===== src/rtl/alu_op_sequencer_if.sv =====
// Op request handshake between a requester (master) and the ALU op sequencer (slave).
interface alu_op_sequencer_if #(
  parameter int FUNC_W     = 3,
  parameter int REG_ADDR_W = 2
);
  logic                  op_valid;
  logic                  op_ready;
  logic [FUNC_W-1:0]     op_func;
  logic [REG_ADDR_W-1:0] op_rs1;
  logic [REG_ADDR_W-1:0] op_rs2;
  logic [REG_ADDR_W-1:0] op_rd;
  logic                  op_wb_en;

  modport master (
    output op_valid, op_func, op_rs1, op_rs2, op_rd, op_wb_en,
    input  op_ready
  );

  modport slave (
    input  op_valid, op_func, op_rs1, op_rs2, op_rd, op_wb_en,
    output op_ready
  );
endinterface


===== src/rtl/alu_op_sequencer.sv =====
// Four-phase controller (accept/read/execute/write-back) driving an external
// register file and ALU, one op per handshake, with registered outputs.
module alu_op_sequencer #(
  parameter int WORD_SIZE  = 16,
  parameter int NUM_REGS   = 4,
  parameter int REG_ADDR_W = 2,
  parameter int FUNC_W     = 3,
  parameter int CNT_W      = 8
) (
  input  logic                  clk,
  input  logic                  reset_n,
  alu_op_sequencer_if.slave     op_if,
  output logic [REG_ADDR_W-1:0] rf_rd_addr1,
  output logic [REG_ADDR_W-1:0] rf_rd_addr2,
  input  logic [WORD_SIZE-1:0]  rf_rd_data1,
  input  logic [WORD_SIZE-1:0]  rf_rd_data2,
  output logic [WORD_SIZE-1:0]  alu_a,
  output logic [WORD_SIZE-1:0]  alu_b,
  output logic [FUNC_W-1:0]     alu_func,
  input  logic [WORD_SIZE-1:0]  alu_result,
  input  logic                  alu_overflow,
  output logic                  rf_we,
  output logic [REG_ADDR_W-1:0] rf_wr_addr,
  output logic [WORD_SIZE-1:0]  rf_wr_data,
  output logic                  done,
  output logic [WORD_SIZE-1:0]  result,
  output logic                  overflow,
  output logic [CNT_W-1:0]      op_count
);

  typedef enum logic [1:0] {
    S_IDLE  = 2'd0,
    S_READ  = 2'd1,
    S_EXEC  = 2'd2,
    S_WRITE = 2'd3
  } state_t;

  state_t                r_state;
  logic                  r_ready;
  logic [FUNC_W-1:0]     r_func;
  logic [REG_ADDR_W-1:0] r_rd;
  logic                  r_wb_en;

  assign op_if.op_ready = r_ready;

  // Each output is set one edge ahead of the state in which it is meaningful,
  // so the state's outputs come straight from flops.
  always_ff @(posedge clk or negedge reset_n) begin
    if (!reset_n) begin
      r_state     <= S_IDLE;
      r_ready     <= 1'b1;
      r_func      <= '0;
      r_rd        <= '0;
      r_wb_en     <= 1'b0;
      rf_rd_addr1 <= '0;
      rf_rd_addr2 <= '0;
      alu_a       <= '0;
      alu_b       <= '0;
      alu_func    <= '0;
      rf_we       <= 1'b0;
      rf_wr_addr  <= '0;
      rf_wr_data  <= '0;
      done        <= 1'b0;
      result      <= '0;
      overflow    <= 1'b0;
      op_count    <= '0;
    end else begin
      case (r_state)
        S_IDLE: begin
          if (op_if.op_valid) begin
            r_func      <= op_if.op_func;
            r_rd        <= op_if.op_rd;
            r_wb_en     <= op_if.op_wb_en;
            rf_rd_addr1 <= op_if.op_rs1;
            rf_rd_addr2 <= op_if.op_rs2;
            r_ready     <= 1'b0;
            r_state     <= S_READ;
          end
        end
        S_READ: begin
          alu_a    <= rf_rd_data1;
          alu_b    <= rf_rd_data2;
          alu_func <= r_func;
          r_state  <= S_EXEC;
        end
        S_EXEC: begin
          rf_we      <= r_wb_en;
          rf_wr_addr <= r_rd;
          rf_wr_data <= alu_result;
          result     <= alu_result;
          overflow   <= alu_overflow;
          done       <= 1'b1;
          r_state    <= S_WRITE;
        end
        S_WRITE: begin
          rf_we    <= 1'b0;
          done     <= 1'b0;
          op_count <= op_count + CNT_W'(1);
          r_ready  <= 1'b1;
          r_state  <= S_IDLE;
        end
        default: begin
          r_state <= S_IDLE;
          r_ready <= 1'b1;
        end
      endcase
    end
  end

endmodule


===== src/flat_wrapper.sv =====
// flat-port wrapper written by rule: the top's interface ports become plain ports
module alu_op_sequencer_flat 
#(
  parameter int WORD_SIZE  = 16,
  parameter int NUM_REGS   = 4,
  parameter int REG_ADDR_W = 2,
  parameter int FUNC_W     = 3,
  parameter int CNT_W      = 8
)
  (clk, reset_n, rf_rd_addr1, rf_rd_addr2, rf_rd_data1, rf_rd_data2, alu_a, alu_b, alu_func, alu_result, alu_overflow, rf_we, rf_wr_addr, rf_wr_data, done, result, overflow, op_count, op_if_op_valid, op_if_op_func, op_if_op_rs1, op_if_op_rs2, op_if_op_rd, op_if_op_wb_en, op_if_op_ready);
  alu_op_sequencer_if #(.FUNC_W(FUNC_W), .REG_ADDR_W(REG_ADDR_W)) op_if_i ();
  input  logic clk;
  input  logic reset_n;
  output logic [REG_ADDR_W-1:0] rf_rd_addr1;
  output logic [REG_ADDR_W-1:0] rf_rd_addr2;
  input  logic [WORD_SIZE-1:0] rf_rd_data1;
  input  logic [WORD_SIZE-1:0] rf_rd_data2;
  output logic [WORD_SIZE-1:0] alu_a;
  output logic [WORD_SIZE-1:0] alu_b;
  output logic [FUNC_W-1:0] alu_func;
  input  logic [WORD_SIZE-1:0] alu_result;
  input  logic alu_overflow;
  output logic rf_we;
  output logic [REG_ADDR_W-1:0] rf_wr_addr;
  output logic [WORD_SIZE-1:0] rf_wr_data;
  output logic done;
  output logic [WORD_SIZE-1:0] result;
  output logic overflow;
  output logic [CNT_W-1:0] op_count;
  input wire logic [$bits(op_if_i.op_valid)-1:0] op_if_op_valid;
  input wire logic [$bits(op_if_i.op_func)-1:0] op_if_op_func;
  input wire logic [$bits(op_if_i.op_rs1)-1:0] op_if_op_rs1;
  input wire logic [$bits(op_if_i.op_rs2)-1:0] op_if_op_rs2;
  input wire logic [$bits(op_if_i.op_rd)-1:0] op_if_op_rd;
  input wire logic [$bits(op_if_i.op_wb_en)-1:0] op_if_op_wb_en;
  output wire logic [$bits(op_if_i.op_ready)-1:0] op_if_op_ready;
  assign op_if_i.op_valid = op_if_op_valid;
  assign op_if_i.op_func = op_if_op_func;
  assign op_if_i.op_rs1 = op_if_op_rs1;
  assign op_if_i.op_rs2 = op_if_op_rs2;
  assign op_if_i.op_rd = op_if_op_rd;
  assign op_if_i.op_wb_en = op_if_op_wb_en;
  assign op_if_op_ready = op_if_i.op_ready;
  alu_op_sequencer #(.WORD_SIZE(WORD_SIZE), .NUM_REGS(NUM_REGS), .REG_ADDR_W(REG_ADDR_W), .FUNC_W(FUNC_W), .CNT_W(CNT_W)) u_core (.clk(clk), .reset_n(reset_n), .op_if(op_if_i), .rf_rd_addr1(rf_rd_addr1), .rf_rd_addr2(rf_rd_addr2), .rf_rd_data1(rf_rd_data1), .rf_rd_data2(rf_rd_data2), .alu_a(alu_a), .alu_b(alu_b), .alu_func(alu_func), .alu_result(alu_result), .alu_overflow(alu_overflow), .rf_we(rf_we), .rf_wr_addr(rf_wr_addr), .rf_wr_data(rf_wr_data), .done(done), .result(result), .overflow(overflow), .op_count(op_count));
endmodule

===== config.mk =====
export PLATFORM = sky130hd
export DESIGN_NAME = alu_op_sequencer_flat
export DESIGN_NICKNAME = d
export VERILOG_FILES = /design/src/rtl/alu_op_sequencer_if.sv /design/src/rtl/alu_op_sequencer.sv /design/src/flat_wrapper.sv
export SDC_FILE = /design/constraint.sdc
export NUM_CORES = 1
export LEC_CHECK = 0
export ABC_AREA = 0
export CORE_MARGIN = 4
export CORE_UTILIZATION = 46
export CTS_BUF_LIST = sky130_fd_sc_hd__clkbuf_2 sky130_fd_sc_hd__clkbuf_4 sky130_fd_sc_hd__clkbuf_8
export CTS_CLUSTER_SIZE = 16
export DETAILED_ROUTE_END_ITERATION = 12
export GPL_TIMING_DRIVEN = 1
export PLACE_DENSITY = 0.93
export SYNTH_ARGS = -nofsm -noshare
export SYNTH_HDL_FRONTEND = slang
export SYNTH_SLANG_ARGS = --single-unit

===== constraint.sdc =====
create_clock -name clk -period 2.3 [get_ports clk]
set_clock_uncertainty 0.05 [all_clocks]
set_input_delay 0.23 -clock clk [delete_from_list [all_inputs] [get_ports clk]]
set_output_delay 0.23 -clock clk [all_outputs]
set_load 0.01 [all_outputs]

==> results by group <==
CTS
  – CTS tree: built
  – Post-CTS resize count: 0
  – Root buffer cell: clkbuf_8
  – CTS hold repair buffers: 0
  – Clk slew on worst S/H paths: 0.08 ns
  – Clock sinks: 77
  – Total CTS buffers: 9
  – Post-CTS Setup Repair Bufs: 0
  – Worst-case clock buffer depth: 2
  – H-tree depth: 3
  – Clk Latency, worst-skew pair: 0.32 ns

STA
  – Fin. max-slew vios: 0
  – RSZ-0062 raised after global routing: false
  – Slew HR: 0.366
  – Post-route clock period utilization: 0.766
  – Hold Vio Cnt, Final: 0
  – Fin Setup TNS: 0 ns
  – Setup Viol. Count Final: 0
  – Worst Max-Slew Pin Slew: 0.951 ns
  – Post-route minimum period: about 1.8 ns
  – Final worst setup slack: 0.539 ns
  – FMAX: 0.568 GHz

Critical path
  – Setup CP Type: reg2reg
  – Crit path capture type: flop
  – CP Launch Type: flop
  – Crit path arrival time: 1.92 ns
  – Critical Path RT: 2.46 ns
  – CP Max Fanout: 22

GRT
  – Initial antenna violation count: 0
  – Number of global-route vias before repair: 2287
  – GRT Residual Overflow: 0
  – First-pass GRT wire length: between 10000 and 15000 um
  – Largest net degree at the start of global routing: 78
  – Total GRT Usage: 0.172

Route
  – 1st-iter DRT viols: 47
  – DRC Markers: 0
  – WL final: 6880 um
  – TritonRoute pass-1 iters: 3
  – Antenna Violating Nets Remaining: 0
  – DR vias/cell: 4.65
  – Via count: 2040
  – DR WL/cell: 15.7 um

Status
  – Status: completed

Logic synthesis
  – Syn. warnings: 0
  – Ys async rst share: 1.00
  – Cells after synthesis: 203
  – Average cell area after synthesis: 16.0 sq um
  – Register bit total from synthesis: 77
  – Distinct cells, synth: 18
  – Cell area after synthesis: around 3300 sq um
  – Sequential share of the synthesized area: 0.592
  – Post-synth EDFFs: 0
  – Syn Nets: 271
  – Post-synth top flop: dfrtp_1

Floorplan
  – Die Span Y: 92.2 um
  – Die area: ~8500 sq um
  – Width of the die: 92.2 um
  – I/O Pins: 147
  – Initial core utilization: 0.477
  – Core area: between 6000 and 7000 sq um
  – # rows: 30

Finish
  – # fillers: 500
  – Core Util, Final: 0.714
  – N_diodes: 0
  – Final instance area: ~5000 sq um
  – Share of layout cells above drive strength 1: 0.251
  – Area Overhead vs Synth: 49.6%
  – Commonest non-fill, non-tap cell in the layout: clkdlybuf4s50_1
  – Final nets: 407
  – Commonest cells after routing, fill and taps aside: 145 x clkdlybuf4s50_1, 76 x dfrtp_1, 39 x mux2_4

Placement
  – Gpl congestion: 0.718
  – Hpwl dp: 5110 um
  – IO buf count: roughly 150
  – Place WS: about 0.54 ns
  – Placed cell area: 4680 sq um

Pwr
  – Leak Pwr: roughly 0.0021 uW
  – Peak supply drop: just under 800 uV
  – PD cells: 1470 nW/um^2

Worst hold path
  – Hold WC Path Type: in2async

Flow run
  – Maxcap violations: 0
[registers in the layout (all words and copies together) (netlist names), 3 cells and up]
| name | cells |
|---|---|
| u_core.alu_b | 16 |
| u_core.alu_func | 3 |
| u_core.r_func | 3 |
| u_core.op_count | 8 |
| u_core.rf_wr_data | 16 |
| u_core.alu_a | 16 |
[worst paths after layout]
check,depth (start not counted),startpoint,slack [ns],end
worst max-delay path,4,u_core.r_state[1],0.54,u_core.alu_b[5]
worst min-delay path,1,reset_n,0.0002,u_core.alu_b[2]
worst max register to register,4,u_core.r_state[1],0.54,u_core.alu_b[5]
worst min register to register,1,u_core.op_count[7],0.42,u_core.op_count[7]
max in group asynchronous,1,reset_n,1.58,u_core.rf_wr_data[7]
min in group clk,1,u_core.op_count[7],0.42,u_core.op_count[7]
[per-layer routing]
metal / up-vias / global-route usage / share of wire
met1: 993 / 0.213 / 0.42
met3: 7 / 0.0533 / 0.076
met4: 0 / 0.0483 / 0.0074
met2: 85 / 0.292 / 0.50
met5: - / 0 / 0
li1: 955 / - / -
[cells in the mapped netlist (2+ instances only)]
master,instances,share of area
ha_1,6,0.023
mux2_4,39,0.18
xor2_1,3,0.0081
nor2_1,7,0.0081
inv_1,2,0.0023
o21ai_0,3,0.0046
nand4_1,4,0.0077
dfrtp_1,76,0.58
xnor2_1,4,0.011
nand2_1,4,0.0046
buf_4,19,0.044
buf_6,5,0.017
mux2_2,26,0.090
[power breakdown]
| group | internal, uW | total, uW | switching [uW] |
|---|---|---|---|
| logic | 2410 | 3700 | 1290 |
| registers | 2050 | 2480 | 436 |
| clock network | 551 | 999 | 448 |
| total | 5010 | 7180 | 2170 |
[worst max-delay path, stage by stage, from the launching register on]
cell and delay, ns:
dfrtp_1 0.40, inv_1 0.13, ha_2 0.48, buf_12 0.27, mux2_4 0.32
[logic make-up after synthesis]
kind of cell    share of synthesized area
xor+xnor                           0.0188
flops                               0.592
buf+inv                            0.0634
mux                                 0.273
fa+ha+maj                          0.0230
compound gates                    0.00614
simple gates                       0.0242
[cell type report]
type / instances / area, sq um / area share
repair buffers: 149 / 1490 / 0.306
well taps: 96 / 120 / 0.0246
multi-input cells: 100 / 1130 / 0.231
clock buffers: 11 / 151 / 0.0311
flip-flops and latches: 77 / 1930 / 0.396
clock inverters: 4 / 47.5 / 0.00975
inverters: 2 / 7.51 / 0.00154
[metrics by stage]
step	instances	hold WS, ns	power [uW]
after global placement	424	0.376	6130
final	439	0.000185	7180
after floorplan	203	-0.116	4580
after global routing	439	0.0713	7640
after detailed placement	424	0.396	6250
after CTS	439	0.0290	7280
Note: power is estimated with default switching activity, not from simulation.
